[src/rtl/window_stream_scheduler.sv]
// Overlapped-window (50%) sample FIFO sequencer: gates input on buffered depth, issues window
// read bursts once a full window is buffered, and re-emits RAM read data as a tagged stream
// through a 2-entry skid buffer paced by downstream backpressure.
module window_stream_scheduler #(
  parameter int unsigned ADDRWIDTH = 12,
  parameter int unsigned DATAWIDTH = 16
) (
  input  logic                 clock,
  input  logic                 reset_n,
  input  logic [DATAWIDTH-1:0] s_data,
  input  logic                 s_valid,
  output logic                 s_ready,
  output logic                 enqueue,
  output logic [DATAWIDTH-1:0] wr_data,
  output logic                 dequeue,
  input  logic [DATAWIDTH-1:0] rd_data,
  output logic [DATAWIDTH-1:0] m_data,
  output logic [ADDRWIDTH-1:0] m_index,
  output logic                 m_valid,
  input  logic                 m_ready,
  output logic                 m_last,
  output logic                 busy
);

  localparam logic [ADDRWIDTH:0]   WinLen  = {1'b1, {ADDRWIDTH{1'b0}}};
  localparam logic [ADDRWIDTH:0]   HalfLen = WinLen >> 1;
  localparam logic [ADDRWIDTH-1:0] LastIdx = {ADDRWIDTH{1'b1}};

  typedef enum logic [0:0] {StIdle, StBurst} state_e;

  state_e               state_q, state_d;
  logic [ADDRWIDTH:0]   ahead_q, ahead_d;
  logic [ADDRWIDTH-1:0] rd_cnt_q, rd_cnt_d;

  // One read in flight: RAM data returns the cycle after dequeue.
  logic                 infl_q, infl_d;
  logic [ADDRWIDTH-1:0] infl_idx_q, infl_idx_d;
  logic                 infl_last_q, infl_last_d;

  // Two-entry output buffer, circular with a 1-bit head pointer.
  logic [DATAWIDTH-1:0] buf_data_q [2];
  logic [ADDRWIDTH-1:0] buf_idx_q  [2];
  logic                 buf_last_q [2];
  logic                 head_q, head_d;
  logic [1:0]           count_q, count_d;

  logic       pop;
  logic       push;
  logic       tail;
  logic       win_end;
  logic [1:0] occ_after_pop;

  // Input side, output side and dequeue pacing.
  always_comb begin
    s_ready       = (ahead_q < WinLen);
    enqueue       = s_valid && s_ready;
    wr_data       = s_data;
    busy          = (state_q == StBurst);
    m_valid       = (count_q != 2'd0);
    pop           = m_valid && m_ready;
    push          = infl_q;
    tail          = head_q ^ count_q[0];
    occ_after_pop = count_q - {1'b0, pop};
    // Buffer slots after this cycle's pop plus the read still in flight must leave room.
    dequeue       = busy && (({1'b0, occ_after_pop} + {2'b00, infl_q}) < 3'd2);
    win_end       = dequeue && (rd_cnt_q == LastIdx);
    m_data        = m_valid ? buf_data_q[head_q] : '0;
    m_index       = m_valid ? buf_idx_q[head_q]  : '0;
    m_last        = m_valid ? buf_last_q[head_q] : 1'b0;
  end

  // Next-state: burst FSM, ahead accounting, read counter, in-flight tag, buffer pointers.
  always_comb begin
    state_d     = state_q;
    ahead_d     = ahead_q + {{ADDRWIDTH{1'b0}}, enqueue} - (win_end ? HalfLen : '0);
    rd_cnt_d    = rd_cnt_q;
    infl_d      = dequeue;
    infl_idx_d  = rd_cnt_q;
    infl_last_d = (rd_cnt_q == LastIdx);
    head_d      = pop ? ~head_q : head_q;
    count_d     = count_q - {1'b0, pop} + {1'b0, push};

    if (dequeue) begin
      rd_cnt_d = win_end ? '0 : rd_cnt_q + 1'b1;
    end

    unique case (state_q)
      StIdle:  if (ahead_q == WinLen) state_d = StBurst;
      StBurst: if (win_end) state_d = StIdle;
      default: state_d = StIdle;
    endcase
  end

  // State registers with synchronous active-low reset; reset drops in-flight reads too.
  always_ff @(posedge clock) begin
    if (!reset_n) begin
      state_q     <= StIdle;
      ahead_q     <= '0;
      rd_cnt_q    <= '0;
      infl_q      <= 1'b0;
      infl_idx_q  <= '0;
      infl_last_q <= 1'b0;
      head_q      <= 1'b0;
      count_q     <= 2'd0;
      for (int i = 0; i < 2; i++) begin
        buf_data_q[i] <= '0;
        buf_idx_q[i]  <= '0;
        buf_last_q[i] <= 1'b0;
      end
    end else begin
      state_q     <= state_d;
      ahead_q     <= ahead_d;
      rd_cnt_q    <= rd_cnt_d;
      infl_q      <= infl_d;
      infl_idx_q  <= infl_idx_d;
      infl_last_q <= infl_last_d;
      head_q      <= head_d;
      count_q     <= count_d;
      if (push) begin
        buf_data_q[tail] <= rd_data;
        buf_idx_q[tail]  <= infl_idx_q;
        buf_last_q[tail] <= infl_last_q;
      end
    end
  end

endmodule

[config.mk]
export PLATFORM = sky130hd
export DESIGN_NAME = window_stream_scheduler
export DESIGN_NICKNAME = d
export VERILOG_FILES = /design/src/rtl/window_stream_scheduler.sv
export SDC_FILE = /design/constraint.sdc
export NUM_CORES = 1
export LEC_CHECK = 0
export CORE_MARGIN = 5
export CORE_UTILIZATION = 40
export CTS_BUF_LIST = sky130_fd_sc_hd__clkbuf_8
export DETAILED_ROUTE_END_ITERATION = 6
export GPL_ROUTABILITY_DRIVEN = 0
export PLACE_DENSITY = 0.71
export SLEW_MARGIN = 20
export SYNTH_ARGS = -nofsm -noshare
export SYNTH_HDL_FRONTEND = slang
export SYNTH_SLANG_ARGS = --single-unit
[constraint.sdc]
create_clock -name clock -period 3.88 [get_ports clock]
set_input_delay 0.776 -clock clock [delete_from_list [all_inputs] [get_ports clock]]
set_output_delay 0.776 -clock clock [all_outputs]
set_load 0.01 [all_outputs]
==> flow_summary.json <==
{
  "mostFrequentLayoutCells": "84 x and2_1, 56 x edfxtp_1, 53 x clkdlybuf4s50_1",
  "postRouteAntennaNets": 0,
  "relSlewSlack": 0.391,
  "cts_num_sinks": 102,
  "drive_gt1_frac": 0.0648,
  "max-cap-violations": 0,
  "yosysTopAreaCellShare": 0.344,
  "slowest_delay_ns": 0.58,
  "setup_viol": 0,
  "cp.required_ns": 3.10,
  "rsz0062_at_grt": "no",
  "postSynth.asyncResetShare": 0,
  "cts_resized": 0,
  "final_common_cell": "and2_1",
  "postCtsSetupRepairBufs": 0,
  "slew_violations": 0,
  "syn_area_per_cell_um2": 10.8,
  "synth_area_leader_cell": "edfxtp_1",
  "antenna_found_initial": 0,
  "dominantRegCellSynth": "edfxtp_1",
  "route.detailed.drc": 0,
  "ctsLongestPathBuffers": 2,
  "synth.distinct_cells": 40,
  "num-nets-final": 549,
  "fill_cells": 1099,
  "overflow": 0,
  "initial_core_util": 0.407,
  "min_from": "buf_last_q[0]",
  "clkTransAtPathRegs_ns": 0.10,
  "core_mm2": 0.0120,
  "synth_edf_count": 56,
  "io_pins": 86,
  "crit_type": "input port to output port",
  "power_density_mw_per_mm2": 591,
  "cp_slowest_cell": "clkdlybuf4s50_1",
  "setup_slack_ns": 0.194,
  "die_h_um": 121,
  "dr.pass1.iters": 4,
  "critical_path.endpoint_type": "output port",
  "ctsHoldBuffers": 0,
  "ys_warn_count": 0,
  "rows": 40,
  "port_buffers": 53,
  "cp_max_fo": 4,
  "ys_ff_latch": 102,
  "die_width_um": 121,
  "fin_worst_skew_ns": 0.0114,
  "via_per_inst": 4.89,
  "cts.htree.levels": 3,
  "fin_crit_ns": 3.69,
  "antennaDiodeCount": 0,
  "root_buffer": "clkbuf_8",
  "grt_max_degree": 45,
  "cpLargestDelayFamily": "buffers and inverters",
  "syn_nets": 511,
  "start_kind": "input port",
  "syn2layout_area_growth_pct": 15.9,
  "dp_hpwl_mm": 6.11,
  "synth_area_mm2": 0.00489,
  "hold_path.class": "flip-flop to flip-flop",
  "ir_drop_mv": 0.351,
  "numCtsBuffers": 9,
  "max_clock_freq_mhz": 271,
  "cts_tree": "built",
  "final_util": 0.472,
  "insertion_delay_ns": 0.35,
  "hold_viol": 0,
  "synthTopCellsByArea": "edfxtp_1 34%, dfxtp_1 19%, and2_1 11%",
  "path_cells": "clkdlybuf4s50_1, nor2b_1, ha_1, inv_1, ha_1, inv_1, ha_1, nand2_1, buf_4, inv_1, clkdlybuf4s50_1",
  "wl_per_cell_um": 13.6,
  "drtIter0Drc": 166,
  "fin_setup_tns_ns": 0,
  "leakage_nw": 2.13,
  "dp_slack_ns": 0.0249,
  "ys_seq_area_frac": 0.532,
  "synth_cells": 452,
  "grt_pass1_wl_mm": 14.6,
  "fin_crit_sh": 0.950,
  "grt_pass1_vias": 3197,
  "design.die.area_mm2": 0.0145,
  "max_slew.worst_pin.slew_ns": 0.913,
  "reg2reg_from": "count_q[0]",
  "path_buf_inv": 6,
  "grtUsageTotal": 0.122,
  "vias": 3133,
  "outcome": "finished clean",
  "postRouteWirelength_mm": 8.71,
  "critPathLaunch": "m_ready",
  "critPathArrivalTime_ns": 2.91
}
flip-flops by register name (all words and copies together) (netlist names), named ones only:
name	cells
ahead_q	13
buf_data_q	32
buf_idx_q	24
buf_last_q	2
busy	1
count_q	2
head_q	1
infl_idx_d	12
infl_idx_q	12
infl_last_q	1
infl_q	1
tightest hold or removal path, delay by kind of cell (launching register included):
kind | cells | cell delay, ns
and+or+nand+nor | 1 | 0.05
AOI/OAI and AO/OA | 1 | 0.06
DFF | 1 | 0.32
power by group:
group	total, mW	internal, mW	leakage [nW]	switching (mW)
clock network	0.617	0.244	0.0933	0.374
registers	1.35	1.24	0.953	0.113
logic	1.38	0.694	1.08	0.687
layer usage:
layer  GRT usage  wire length (um)  vias up
li1            -                 -     1563
met3      0.0351               506        8
met1       0.143              3830     1495
met5           0                 0        -
met2       0.216              4300       67
met4      0.0382                77        0
cell families (layout without fill, tap and decap cells):
kind of cell	after synthesis	in the layout	share of synthesized area
simple gates	181	181	0.197
compound gates	36	36	0.0527
buf+inv	57	99	0.0565
mux	32	32	0.0655
fa+ha+maj	23	23	0.0588
flops	102	102	0.532
xor+xnor	21	21	0.0376
synth_stat cells (3+ instances only):
| cell | count |
|---|---|
| dfxtp_1 | 46 |
| ha_1 | 23 |
| o21bai_1 | 3 |
| and2_1 | 84 |
| xor2_1 | 8 |
| inv_1 | 23 |
| clkbuf_1 | 16 |
| o21ai_0 | 10 |
| edfxtp_1 | 56 |
| a21oi_1 | 7 |
| buf_4 | 16 |
| nor2_1 | 45 |
| and3_1 | 4 |
| mux2i_1 | 32 |
| nand2_1 | 21 |
| nor2b_1 | 8 |
| nand2b_1 | 3 |
| nand3_1 | 6 |
| xnor2_1 | 13 |
| nor3_1 | 3 |
cell type report:
type                       instances  area (um^2)  share of cell area
multi-input combinational        293         2020               0.357
sequential                       102         2600               0.459
clock buffer                       9          124              0.0218
clock inverter                     6         57.6              0.0102
tap                              147          184              0.0324
timing repair buffer              61          591               0.104
inverter                          23         86.3              0.0152
path summary, 6_finish.rpt:
path | to | slack [ns] | cells after the start
worst min-delay path | buf_last_q[0] | 0.48 | 2
worst max register to register | ahead_q[12] | 0.83 | 16
worst max-delay path | dequeue | 0.19 | 11
worst min register to register | buf_last_q[0] | 0.48 | 2
through the flow:
| stage | power (mW) | instances | instance area [um^2] | hold WS, ns |
|---|---|---|---|---|
| after CTS | 3.40 | 641 | 5670 | 0.475 |
| after global placement | 2.73 | 626 | 5490 | 0.430 |
| after global routing | 3.59 | 641 | 5670 | 0.511 |
| after detailed placement | 2.77 | 626 | 5490 | 0.453 |
| after floorplan | 2.34 | 452 | 4890 | 0.425 |
| final | 3.35 | 641 | 5670 | 0.480 |
No activity file was read; power rests on OpenSTA's default activity.
